**src/rtl/car_cmd_ctrl.sv**
```systemverilog
// Decodes UART command bytes into motor direction and servo angle.
// Two-cycle latency from the first synchronised rx_finish sample; a watchdog halts the motor when commands stop arriving.
module car_cmd_ctrl #(
  parameter int ANGLE_W       = 8,
  parameter int MIN_ANGLE     = 195,
  parameter int MAX_ANGLE     = 255,
  parameter int DEFAULT_ANGLE = 225,
  parameter int STEP          = 1,
  parameter int WD_CYCLES     = 50_000_000
) (
  input  logic               sys_clk,
  input  logic               rst_n,
  input  logic               rx_finish,
  input  logic               rx_error,
  input  logic [7:0]         rx_data,
  output logic [ANGLE_W-1:0] angle,
  output logic [1:0]         direction,
  output logic               cmd_strobe,
  output logic [7:0]         bad_cmd_cnt,
  output logic               wd_timeout
);

  localparam int WD_W = (WD_CYCLES > 1) ? $clog2(WD_CYCLES) : 1;
  localparam logic [WD_W-1:0] WD_LAST = WD_W'(WD_CYCLES - 1);

  localparam logic [ANGLE_W:0]   MAX_X         = (ANGLE_W+1)'(MAX_ANGLE);
  localparam logic [ANGLE_W:0]   STEP_X        = (ANGLE_W+1)'(STEP);
  localparam logic [ANGLE_W:0]   MIN_PLUS_STEP = (ANGLE_W+1)'(MIN_ANGLE + STEP);
  localparam logic [ANGLE_W-1:0] MIN_A         = ANGLE_W'(MIN_ANGLE);
  localparam logic [ANGLE_W-1:0] MAX_A         = ANGLE_W'(MAX_ANGLE);
  localparam logic [ANGLE_W-1:0] DEF_A         = ANGLE_W'(DEFAULT_ANGLE);
  localparam logic [ANGLE_W-1:0] STEP_A        = ANGLE_W'(STEP);

  localparam logic [1:0] DIR_FWD  = 2'b11;
  localparam logic [1:0] DIR_BWD  = 2'b00;
  localparam logic [1:0] DIR_HALT = 2'b01;

  logic [2:0]         sync_q;
  logic [2:0]         sync_vld_q;
  logic [ANGLE_W-1:0] angle_q, angle_d;
  logic [1:0]         dir_q, dir_d;
  logic               strobe_q;
  logic [7:0]         bad_q, bad_d;
  logic               wd_to_q, wd_to_d;
  logic [WD_W-1:0]    wd_cnt_q, wd_cnt_d;

  logic               byte_evt, accept, reject;
  logic [ANGLE_W:0]   angle_up;
  logic [ANGLE_W-1:0] angle_dn;

  // sync_vld_q marks which synchroniser stages hold a real post-reset sample, so
  // an rx_finish that is already high across reset never looks like a new edge.
  assign byte_evt = sync_q[1] & ~sync_q[2] & sync_vld_q[2];
  assign accept   = byte_evt & ~rx_error & (rx_data[1:0] == 2'b00);
  assign reject   = byte_evt & ~accept;
  assign angle_up = {1'b0, angle_q} + STEP_X;
  assign angle_dn = angle_q - STEP_A;

  always_comb begin
    angle_d  = angle_q;
    dir_d    = dir_q;
    bad_d    = bad_q;
    wd_to_d  = wd_to_q;
    wd_cnt_d = wd_cnt_q;

    if (reject && bad_q != 8'hFF) bad_d = bad_q + 8'd1;

    if (accept) begin
      case (rx_data[7:5])
        3'b011:  dir_d = DIR_FWD;
        3'b110:  dir_d = DIR_BWD;
        default: dir_d = DIR_HALT;
      endcase
      case (rx_data[4:2])
        3'b011:  angle_d = (angle_up > MAX_X) ? MAX_A : angle_up[ANGLE_W-1:0];
        3'b110:  angle_d = ({1'b0, angle_q} < MIN_PLUS_STEP) ? MIN_A : angle_dn;
        3'b101:  angle_d = DEF_A;
        default: angle_d = angle_q;
      endcase
      wd_to_d  = 1'b0;
      wd_cnt_d = '0;
    end else if (WD_CYCLES > 0 && dir_q != DIR_HALT) begin
      if (wd_cnt_q == WD_LAST) begin
        dir_d   = DIR_HALT;
        wd_to_d = 1'b1;
      end else begin
        wd_cnt_d = wd_cnt_q + WD_W'(1);
      end
    end
  end

  always_ff @(posedge sys_clk) begin
    if (!rst_n) begin
      sync_q     <= 3'b000;
      sync_vld_q <= 3'b000;
      angle_q    <= DEF_A;
      dir_q      <= DIR_HALT;
      strobe_q   <= 1'b0;
      bad_q      <= 8'd0;
      wd_to_q    <= 1'b0;
      wd_cnt_q   <= '0;
    end else begin
      sync_q     <= {sync_q[1:0], rx_finish};
      sync_vld_q <= {sync_vld_q[1:0], 1'b1};
      angle_q    <= angle_d;
      dir_q      <= dir_d;
      strobe_q   <= accept;
      bad_q      <= bad_d;
      wd_to_q    <= wd_to_d;
      wd_cnt_q   <= wd_cnt_d;
    end
  end

  assign angle       = angle_q;
  assign direction   = dir_q;
  assign cmd_strobe  = strobe_q;
  assign bad_cmd_cnt = bad_q;
  assign wd_timeout  = wd_to_q;

endmodule

```
**config.mk**
```make
export PLATFORM = sky130hd
export DESIGN_NAME = car_cmd_ctrl
export DESIGN_NICKNAME = d
export VERILOG_FILES = /design/src/rtl/car_cmd_ctrl.sv
export SDC_FILE = /design/constraint.sdc
export NUM_CORES = 1
export LEC_CHECK = 0
export CORE_MARGIN = 2
export CORE_UTILIZATION = 60
export DETAILED_ROUTE_END_ITERATION = 8
export PLACE_DENSITY = 0.85
export SLEW_MARGIN = 20
export SYNTH_ARGS = -nofsm -noshare
export SYNTH_HDL_FRONTEND = slang
export SYNTH_SLANG_ARGS = --single-unit
```
**constraint.sdc**
```tcl
create_clock -name sys_clk -period 3.4 [get_ports sys_clk]
set_clock_uncertainty 0.2 [all_clocks]
set_input_delay 1.02 -clock sys_clk [delete_from_list [all_inputs] [get_ports sys_clk]]
set_output_delay 1.02 -clock sys_clk [all_outputs]
set_load 0.005 [all_outputs]
```
# Word-level counts from Yosys, hierarchy flattened
# Cells that the tools add are included.
dict set report word_totals {
  regBits 52
  in_bits 12
  output_inout_bits 20
  elab_cells 51
}
dict set report classes {
  n_addsub 4
  n_lt_le_gt_ge 2
  n_eq_ne 8
  n_mux 8
  bitwise 10
  reduce_logical 10
}
# cell count
set ops {}
lappend ops {{26-bit by 1-bit adder with 26-bit output, second input constant} 1}
lappend ops {{26-bit == test, second input constant} 1}
lappend ops {{8-bit one-hot mux with 3 select lines} 1}
lappend ops {{8-bit 2-to-1 mux} 2}
lappend ops {{8-bit by 1-bit adder with 9-bit output, second input constant} 1}
lappend ops {{3-bit == test, second input constant} 3}
lappend ops {{9-bit by 8-bit greater-than comparator with 1-bit output, second input constant} 1}
lappend ops {{8-bit by 1-bit adder with 8-bit output, second input constant} 1}
lappend ops {{8-bit < comparator, second input constant} 1}
lappend ops {{8-bit != test, second input constant} 1}
lappend ops {{2-bit AND reduction} 4}
lappend ops {{8-bit by 1-bit subtractor with 8-bit output, second input constant} 1}
lappend ops {{3-bit by 2-bit == test with 1-bit output, second input constant} 2}
lappend ops {{2-bit 2-to-1 mux} 3}
lappend ops {{1-bit AND} 5}
lappend ops {{1-bit inverter} 5}
lappend ops {{2-bit one-hot mux with 2 select lines} 1}
lappend ops {{2-bit nonzero test} 2}
lappend ops {{3-bit nonzero test} 1}
lappend ops {{2-bit zero test} 1}
lappend ops {{2-bit by 1-bit != test with 1-bit output, second input constant} 1}
lappend ops {{2-bit OR reduction} 1}
lappend ops {{1-bit logical AND} 1}
lappend ops {{1-bit 2-to-1 mux} 1}

# Logic depth before layout (Yosys ltp)
# Gate-level depths: netlist (run 1).
dict set report logic_depth {
  word_depth 8
  depth_mapped 7
  mapped_depth_nobuf 7
}

# Least setup slack after synthesis (run 1)
# No wires, ideal clock.
dict set report synth_timing {
  path_type {in2reg}
  start {in rx_error}
  end {reg angle_q[6] (netlist: angle[6])}
  arrival_time_ns 2.214
  setup_slack_ns 0.855
  cell_stages 5
  n_path_buf 0
  path_cell_list {or3_1 -> nor2_4 -> o21ai_0 -> nor4_1 -> o21ai_0}
}
dict set report synth_between {
  elab_chain_cells 4
}
# item line
set synth_lines {}
lappend synth_lines {{start: declaration} 14} ;# input logic rx_error,
lappend synth_lines {{1-bit inverter} 54} ;# assign accept = byte_evt & ~rx_error & (rx_data[1:0] == 2'b00);
lappend synth_lines {{1-bit AND (2 in series)} 54}
lappend synth_lines {{2-bit AND reduction (no line)} -}
lappend synth_lines {{end signal: assignment} 105} ;# angle_q <= angle_d;
lappend synth_lines {{end: declaration} 40} ;# logic [ANGLE_W-1:0] angle_q, angle_d;
# Every way passes these cells.
# A chain may end at the register's enable or synchronous reset.

# Worst setup path in the final report (run 1)
dict set report layout_timing {
  start {in rx_data[2]}
  end {reg angle_q[1] (netlist: angle[1])}
}
dict set report layout_between {
  elab_chain_cells 3
  word_cells_on_any_way 6
  cone_classes {eq/ne: 3; mux: 1; reduce/logical: 2}
}
# item line
set layout_lines {}
lappend layout_lines {{start: declaration} 15} ;# input logic [7:0] rx_data,
lappend layout_lines {{3-bit == test / 3-bit by 2-bit == test with 1-bit output (equally long branches)} 74} ;# case (rx_data[4:2])
lappend layout_lines {{3-bit nonzero test (no line)} -}
lappend layout_lines {{2-bit AND reduction (no line)} -}
# Parallel ways exist; a longest one is shown, timed or not.

==> impl_metrics.tcl, run 1 <==
set metrics [dict create \
    report.final.slew_viol_count 0 \
    synth.distinct_cells 53 \
    via_count 2531 \
    hold_path_depth 1 \
    n_antenna_cell 0 \
    postCtsSetupBuffers 0 \
    power_density_nw_per_um2 340 \
    syn2layout_area_growth_pct 16.8 \
    slowest_delay_ns 0.60 \
    status "completed" \
    via_per_inst 6.17 \
    rows 24 \
    rsz0062_at_grt "false" \
    gp_congestion 0.947 \
    finalSetupTns_ns 0 \
    synth_nets 343 \
    hold_viol 0 \
    tightest_slew_ns 0.738 \
    dp_hpwl_mm 4.27 \
    start_util_pct 62.6 \
    fin_area_sq_um 3190 \
    place_inst 402 \
    hp-class "flop to flop" \
    grt_pass1_vias 2378 \
    post-route-period-util_pct 87.5 \
    setup_viol 0 \
    r2r_start "angle[1]" \
    crit_chain "clkdlybuf4s50_1, xor2_1, and2_1, o21ai_0, a32oi_1, nor4_1" \
    fin_crit_ns 2.97 \
    drc 0 \
    grt_max_degree 26 \
    final_cells 410 \
    num_io_pins 32 \
    p_clk_share_pct 38.8 \
    clkTransAtPathRegs_ns 0.09 \
    grt-ovfl-total 0 \
    cts_buffers 5 \
    dieArea_sq_um 5100 \
    netlist_top_cells_count "dfxtp_1, a21oi_1, nor2_1" \
    fp.dieW_um 71.4 \
    crit_required_ns 3.42 \
    synthArstFlopShare_pct 0 \
    r2r_end "angle[3]" \
    combinationalPowerShare_pct 4.6 \
    ys_ff_latch 52 \
    track_usage_pct 25.0 \
    path_depth 6 \
    timing_worst_setup_path_type "input port to flop" \
    synth_top_area_share_pct 38.2 \
    cts.sinks 52 \
    cts_buffer_depth 2 \
    synth_edf_count 0 \
    ff2ff_path_depth 7 \
    drtAntennaViolNets 0 \
    internal_power_mw 0.854 \
    drtPass1Iterations 4 \
    place_area_sq_um 3080 \
    port_buffers 31 \
    p_sw_share_pct 21.1 \
    power_frac_seq_pct 56.6 \
    yosysMostFrequentCell "dfxtp_1" \
    cp_max_fo 6 \
    avgSynthCellArea_sq_um 8.37 \
    cts_resized 0 \
    nets 374 \
    syn_inst 326 \
    peakVddDrop_mv 0.285 \
    max_freq_mhz 336 \
    synth.yosys.seq_area_share_pct 38.2 \
    ys_warn_count 0 \
    grt_pass1_wl_mm 10.4 \
    ctsHoldBuffers 0 \
    clk_latency_ns 0.31 \
    path_delay_family "compound AO/OA/AOI/OAI gates" \
    drv_cap 0 \
    worst_slack_ns 0.425 \
    total_power_mw 1.08 \
    cp.arrival_ns 2.99 \
    antenna_found_initial 0 \
    htree_levels 2 \
    cts_root_buf "clkbuf_8" \
    leakage_nw 1.10 \
    cts_tree "built" \
    place_ws_ns 0.147 \
    die_h_um 71.4 \
    p_switching_mw 0.228 \
    hold_end "sync_q[1]" \
    synth_top_area_cell "dfxtp_1" \
    min_from "sync_q[0]" \
    drtIter0Drc 180 \
    end_kind "flop" \
    routed_wl_mm 5.98 \
    yosys-top-cells-area "dfxtp_1, a21oi_1, o21ai_0" \
    ys.flop_type "dfxtp_1" \
    synth_area_sq_um 2730 \
    cp_num_buf_inv 1 \
    r2r_slack_ns 0.83 \
    drive_above_1_share_pct 7.26 \
    max_slew_margin_pct 50.3 \
    start_kind "input port" \
    wl_per_cell_um 14.6 \
    core_sq_um 4350 \
    cp_slowest_cell "o21ai_0" \
]
## cells by family (layout without fill, tap and decap cells)
family,after synthesis,after routing,share of synthesized area [%]
and+or+nand+nor,145,145,30.4
AOI/OAI and AO/OA,86,86,19.7
DFF,52,52,38.2
buffers and inverters,21,53,3.85
xor gates and xnor gates,14,14,4.50
adders and majority gates,5,5,2.29
muxes,3,3,1.10
## cell type report
class,instances,area [sq um]
inverters,10,37.5
multi-input cells,253,1580
clock inverters,2,35.0
flip-flops and latches,52,1040
clock buffers,6,72.6
fillers,353,1170
repair buffers,35,353
well taps,52,65.1
## cells in the final DEF, fill, tap and decap left out, types with 3 or more instances in the layout
cell type        netlist  routed
dfxtp_1               52      52
clkdlybuf4s50_1        0      31
a21oi_1               26      26
nor2_1                25      25
nand2_1               24      24
o21ai_0               23      23
or3_1                 18      18
nand3_1               15      15
nor3_1                11      11
inv_1                 10      10
and2_1                10      10
xor2_1                 7       7
nand4_1                7       7
xnor2_1                7       7
and3_1                 6       6
o21a_1                 5       5
o211ai_1               5       5
ha_1                   5       5
clkbuf_8               0       5
nor4_1                 4       4
o31ai_1                4       4
or4_1                  4       4
and4_1                 3       3
o22ai_1                3       3
mux2i_1                3       3
buf_4                  1       3
## power by group through the flow
stage	sequential, mW	clock, mW	combinational (mW)
detailed placement	0.627	0	0.0497
CTS	0.613	0.428	0.0498
finish	0.613	0.420	0.0498
global placement	0.627	0	0.0486
global route	0.614	0.444	0.0550
floorplan	0.627	0	0.0228
## worst max path at each step
stage	from	to	slack, ns
finish	rx_data[2]	angle[1]	0.43
global route	rx_data[2]	angle[1]	0.32
CTS	rx_data[2]	angle[1]	0.47
detailed placement	rx_data[2]	angle[1]	0.15
global placement	rx_data[2]	angle[1]	0.24
floorplan	rx_error	angle[6]	0.85
## sequential cells by signal, summed over array words and instances (netlist names)
| name | flops |
|---|---|
| wd_timeout | 1 |
| sync_vld_q | 3 |
| cmd_strobe | 1 |
| sync_q | 3 |
| wd_cnt_q | 26 |
| angle | 8 |
| bad_cmd_cnt | 8 |
| direction | 2 |
## through the flow
step           util (%)  hold WS (ns)
2_1_floorplan         -         0.212
5_1_grt            73.2         0.256
3_5_place_dp       70.7         0.221
4_1_cts            73.2         0.245
6_report           73.2         0.244
3_3_place_gp       70.7         0.213
## metal layers
metal  wire length [um]  global-route usage (%)
met4                 26                    8.81
met2               2820                    41.0
met3                332                    3.94
met5                  0                       0
met1               2800                    33.5
Note: power is estimated with default switching activity, not from simulation.
==> run 2, diff against run 1 <==
CAP_MARGIN = 20   (was unset)
==> results of run 2 <==
Final layout, timing and power as in run 1 (identical DEF).
